<file path="config.mk">
export PLATFORM = sky130hd
export DESIGN_NAME = sprite_scan_reader
export DESIGN_NICKNAME = d
export VERILOG_FILES = /design/src/rtl/sprite_scan_reader.sv
export SDC_FILE = /design/constraint.sdc
export NUM_CORES = 1
export LEC_CHECK = 0
export BUFFER_PORTS_ARGS = -buffer_cell sky130_fd_sc_hd__clkbuf_2
export CAP_MARGIN = 40
export CORE_MARGIN = 5
export CORE_UTILIZATION = 55
export CTS_CLUSTER_SIZE = 14
export DETAILED_ROUTE_END_ITERATION = 16
export PLACE_DENSITY = 0.78
export RECOVER_POWER = 100
export SYNTH_ARGS = -nofsm -noshare
export SYNTH_HDL_FRONTEND = slang
export SYNTH_SLANG_ARGS = --single-unit
</file>
<file path="constraint.sdc">
create_clock -name clk -period 5.9 [get_ports clk]
set_clock_uncertainty 0.15 [all_clocks]
set_input_delay 1.77 -clock clk [delete_from_list [all_inputs] [get_ports clk]]
set_output_delay 1.77 -clock clk [all_outputs]
set_load 0.01 [all_outputs]
</file>
<file path="src/rtl/sprite_scan_reader.sv">
// Sprite scan reader: latches an object position once per frame and compares it
// against the raster scan, producing a two-stage pipelined pixel-on flag and bitmap offsets.
module sprite_scan_reader #(
   parameter int SPR_W    = 16,
   parameter int SPR_H    = 16,
   parameter int H_ACTIVE = 640,
   parameter int V_ACTIVE = 480,
   localparam int COL_W   = $clog2(SPR_W),
   localparam int ROW_W   = $clog2(SPR_H)
) (
   input  logic             clk,
   input  logic             rst_n,
   input  logic             pix_en,
   input  logic             frame_start,
   input  logic [9:0]       hcount,
   input  logic [9:0]       vcount,
   input  logic [9:0]       x_in,
   input  logic [9:0]       y_in,
   output logic             pix_on,
   output logic [COL_W-1:0] spr_col,
   output logic [ROW_W-1:0] spr_row,
   output logic             pos_valid,
   output logic [9:0]       x_lat
);

   typedef enum logic [0:0] {
      WAIT_FRAME = 1'b0,
      SCAN       = 1'b1
   } state_t;

   state_t           state_r;
   logic [9:0]       x_lat_r;
   logic [9:0]       y_lat_r;
   logic             pos_valid_r;

   logic             s1_hit_r;
   logic [COL_W-1:0] s1_col_r;
   logic [ROW_W-1:0] s1_row_r;
   logic             pix_on_r;
   logic [COL_W-1:0] spr_col_r;
   logic [ROW_W-1:0] spr_row_r;

   logic [10:0]      h_ext_s;
   logic [10:0]      v_ext_s;
   logic [10:0]      x_ext_s;
   logic [10:0]      y_ext_s;
   logic             h_hit_s;
   logic             v_hit_s;
   logic             vis_s;
   logic             hit_s;
   logic [COL_W-1:0] col_s;
   logic [ROW_W-1:0] row_s;

   // Zero-extend to 11 bits so x_lat + SPR_W cannot wrap past 1023
   assign h_ext_s = {1'b0, hcount};
   assign v_ext_s = {1'b0, vcount};
   assign x_ext_s = {1'b0, x_lat_r};
   assign y_ext_s = {1'b0, y_lat_r};

   assign h_hit_s = (h_ext_s >= x_ext_s) && (h_ext_s < (x_ext_s + 11'(SPR_W)));
   assign v_hit_s = (v_ext_s >= y_ext_s) && (v_ext_s < (y_ext_s + 11'(SPR_H)));
   assign vis_s   = (h_ext_s < 11'(H_ACTIVE)) && (v_ext_s < 11'(V_ACTIVE));

   // Offsets only need the low bits, so subtract in the truncated width directly
   assign col_s = hcount[COL_W-1:0] - x_lat_r[COL_W-1:0];
   assign row_s = vcount[ROW_W-1:0] - y_lat_r[ROW_W-1:0];

   // Hit qualification: nothing is shown until a position has been latched
   always_comb begin
      hit_s = 1'b0;
      if (state_r == SCAN) begin
         hit_s = h_hit_s && v_hit_s && vis_s;
      end else begin
         hit_s = 1'b0;
      end
   end

   // Frame FSM and position latch; latching ignores pix_en so blanking strobes never miss it
   always_ff @(posedge clk or negedge rst_n) begin
      if (!rst_n) begin
         state_r     <= WAIT_FRAME;
         x_lat_r     <= 10'd0;
         y_lat_r     <= 10'd0;
         pos_valid_r <= 1'b0;
      end else begin
         if (frame_start) begin
            x_lat_r <= x_in;
            y_lat_r <= y_in;
         end else begin
            x_lat_r <= x_lat_r;
            y_lat_r <= y_lat_r;
         end
         case (state_r)
            WAIT_FRAME: begin
               if (frame_start) begin
                  state_r     <= SCAN;
                  pos_valid_r <= 1'b1;
               end else begin
                  state_r     <= WAIT_FRAME;
               end
            end
            SCAN: begin
               state_r <= SCAN;
            end
            default: begin
               state_r <= WAIT_FRAME;
            end
         endcase
      end
   end

   // Two-stage strobe-qualified pipeline; compares use the pre-latch position in a frame_start cycle
   always_ff @(posedge clk or negedge rst_n) begin
      if (!rst_n) begin
         s1_hit_r  <= 1'b0;
         s1_col_r  <= '0;
         s1_row_r  <= '0;
         pix_on_r  <= 1'b0;
         spr_col_r <= '0;
         spr_row_r <= '0;
      end else if (pix_en) begin
         s1_hit_r  <= hit_s;
         s1_col_r  <= col_s;
         s1_row_r  <= row_s;
         pix_on_r  <= s1_hit_r;
         spr_col_r <= s1_col_r;
         spr_row_r <= s1_row_r;
      end else begin
         s1_hit_r  <= s1_hit_r;
         s1_col_r  <= s1_col_r;
         s1_row_r  <= s1_row_r;
         pix_on_r  <= pix_on_r;
         spr_col_r <= spr_col_r;
         spr_row_r <= spr_row_r;
      end
   end

   assign pix_on    = pix_on_r;
   assign spr_col   = spr_col_r;
   assign spr_row   = spr_row_r;
   assign pos_valid = pos_valid_r;
   assign x_lat     = x_lat_r;

endmodule

</file>
==> metrics.md <==
| Metric | Value |
|---|---|
| Post-synth EDFFs | `0` |
| Post-CTS Setup Repair Bufs | `0` |
| Least-Margin Pin Slew | `1.606 ns` |
| Largest cells by area after synthesis | `dfrtp_1, ha_1, mux2_2` |
| Total CTS buffers | `5` |
| Top post-synthesis cells by count | `dfrtp_1, ha_1, inv_1` |
| Multi-input logic area | `0.001351 mm²` |
| WHS | `0.3277 ns` |
| Required time worst endpoint | `5.94 ns` |
| Clock-pin slew on the worst setup and hold paths | `0.08 ns` |
| Antenna-violating nets left | `0` |
| Row count | `24` |
| Status | `finished, violations left` |
| Vias | `1927` |
| Number of global-route vias before repair | `2145` |
| Post-CTS Resized | `0` |
| Layout cell share with drive strength beyond 1 | `22.61%` |
| Asr flop ratio synth | `100.0%` |
| Critical Path Sink Type | `register` |
| Synth top area share | `40.18%` |
| Synth Area in XOR/XNOR | `3.867%` |
| Final #Nets | `394` |
| PortBufs | `63` |
| H-tree Lvls | `2` |
| Syn Nets | `329` |
| Fin. Hold Viols | `0` |
| Yosys reg bits | `40` |
| Placed cells | `359` |
| First-pass GRT wire length | `9.370 mm` |
| ANT cells | `0` |
| Largest area contributor in the netlist | `dfrtp_1` |
| Main synth FF type | `dfrtp_1` |
| Clock Latency Late Sink | `0.29 ns` |
| CP arrival | `3.69 ns` |
| Initial Util | `56.82%` |
| CTS tree | `built` |
| Reg2reg start | `x_lat[4]$_DFFE_PN0P_` |
| Mapped Cells | `249` |
| Die ar. | `0.005975 mm²` |
| Setup crit start | `pix_en` |
| Tcrit/Tclk final | `61.71%` |
| Die Ht | `77.30 µm` |
| Clock Path Buffers | `2` |
| DRT Wirelength | `5.176 mm` |
| CTS sink count | `40` |
| Critical path's largest stage delay | `0.78 ns` |
| Fmax | `0.2746 GHz` |
| Clk Tree Root Cell | `clkbuf_8` |
| Crit start category | `input pin` |
| Cell count of the worst hold path | `1` |
| Hold_buf cts | `0` |
| Power Total | `0.7227 mW` |
| Wire per inst | `14.14 µm` |
| Relative slew slack | `-7.060%` |
| Distinct cells, synth | `40` |
| Simple-gate share of the synthesized area | `12.15%` |
| Hold Crit Class | `reg -> reg` |
| Worst R2R Path Depth | `9` |
| Setup violators final | `0` |
| Fillers | `377` |
| Failing checks | `capacitance limit, slew limit` |
| Dpl hpwl | `4.094 mm` |
| Dpl ws | `2.039 ns` |
| Multiplexer share of the synthesized area | `7.132%` |
| DR DRC count | `0` |
| Remaining Overflow, GRT | `0` |
| Top-count cell post-synth | `dfrtp_1` |
| Critical Path Sink | `s1_hit_r$_DFFE_PN0P_` |
| Seq/Total Area, Yosys | `40.18%` |
| Synth warnings | `0` |
| Pre-antenna DRT Iters | `4` |
| CP Cell Sequence | `clkbuf_1 -> nand2_1 -> nor2_1 -> nand4_1 -> or4_1 -> o32ai_1` |
| Vias/cell | `5.265` |
| CP Class | `in -> reg` |
| Non-filler cells, final | `366` |
| Compound-cell area share of the yosys netlist | `12.71%` |
| Initial DRC count | `73` |
| Reg2Reg Setup Slack | `3.14 ns` |
| Sequential cell area | `0.001001 mm²` |
| Slew Viols, Final | `72` |
| P per Cell Area | `249.6 mW/mm²` |
| Largest net degree at the start of global routing | `41` |
| Initial antenna violation count | `0` |
| Main combinational cell family by area after synthesis | `adder cells` |
| I/O Pins | `64` |
| Total GRT Usage | `18.97%` |
| Netlist Area Pre-Place | `0.002491 mm²` |
| Crit path max fanout | `22` |
| Area Growth Syn to Fin | `16.22%` |
| VDD IR-drop max | `0.1966 mV` |
| Hold_sp | `pos_valid$_DFFE_PN0P_` |
| Avg Cell Area, Syn | `10.00 µm²` |
| Min Tclk post-route | `3.641 ns` |
| Unrepaired setup endpoints after global routing | `false` |
| Core Area | `0.004384 mm²` |
| Chip width | `77.30 µm` |
| Post-synthesis adder-cell area fraction | `18.68%` |
| Leak pwr | `1.418 nW` |
| Reg-to-Reg End | `s1_hit_r$_DFFE_PN0P_` |
| Final worst setup slack | `2.259 ns` |
| GPL Wtd Cong | `0.7858` |
| CP max-delay cell | `clkbuf_1` |
| Max cap viols | `2` |
| Setup tns final | `0 ns` |
[state kept, by name, indices dropped and copies added, names as in the netlist]
| register | count |
|---|---|
| pix_on | 1 |
| pos_valid | 1 |
| s1_col_r | 4 |
| s1_hit_r | 1 |
| s1_row_r | 4 |
| spr_col | 4 |
| spr_row | 4 |
| state_r | 1 |
| x_lat | 10 |
| y_lat_r | 10 |
[per-layer routing]
layer,track usage (%),share of wire (%),vias up
li1,-,-,992
met1,25.06,46,884
met3,5.386,5.5,9
met4,6.186,1.6,0
met2,30.05,47,42
met5,0,0,-
[placed cells by master, fill, tap and decap left out, types with 2 or more instances in the layout]
cell / synthesis / routed
inv_2: 4 / 4
fa_1: 2 / 2
nand4_1: 5 / 5
ha_1: 34 / 34
mux2_2: 14 / 14
o21ai_0: 23 / 23
a21oi_1: 11 / 11
a21o_1: 3 / 3
xnor2_1: 10 / 10
nand3_1: 8 / 8
a31o_2: 2 / 2
clkbuf_1: 4 / 26
a211oi_1: 4 / 4
or4_1: 2 / 2
or3_1: 2 / 2
dfrtp_1: 40 / 40
nand2_1: 23 / 23
nor2b_1: 4 / 4
clkbuf_2: 0 / 38
clkbuf_8: 0 / 5
mux2i_1: 2 / 2
inv_1: 25 / 25
nor2_1: 7 / 7
[critical path, delay by kind of cell]
family	cells	cell delay (ns)
AOI/OAI and AO/OA	1	0.27
buffers and inverters	1	0.78
and+or+nand+nor	4	0.86
[cell families after synthesis]
group / count (synthesis)
buffers and inverters: 35
AO/OA/AOI/OAI: 52
adder cells (fa/ha/maj): 36
flip-flops: 40
multiplexers: 16
AND/OR/NAND/NOR: 59
XOR/XNOR: 11
[how the worst min path moves through the flow]
stage / end
CTS: pos_valid$_DFFE_PN0P_
detailed placement: pos_valid$_DFFE_PN0P_
global placement: pos_valid$_DFFE_PN0P_
global route: pos_valid$_DFFE_PN0P_
floorplan: state_r$_DFF_PN0_
finish: pos_valid$_DFFE_PN0P_
[power by group]
group          leakage, nW  internal, mW  switching, mW
clock network       0.0400        0.0801         0.0954
logic                0.902        0.0970          0.109
registers            0.476         0.316         0.0250
total                 1.42         0.493          0.230
[layout make-up]
cell class              instances  area share (%)
repair buffers                 64           9.939
clock inverters                 2          0.4322
clock buffers                   5           2.377
inverters                      29           3.760
multi-input cells             174           46.67
flip-flops and latches         40           34.57
well taps                      52           2.247
[through the flow]
stage,area (µm²),util (%)
floorplan,2491,-
global placement,2849,64.98
detailed placement,2869,65.44
CTS,2950,67.29
global route,2895,66.04
finish,2895,66.04
No activity file was read; power rests on OpenSTA's default activity.
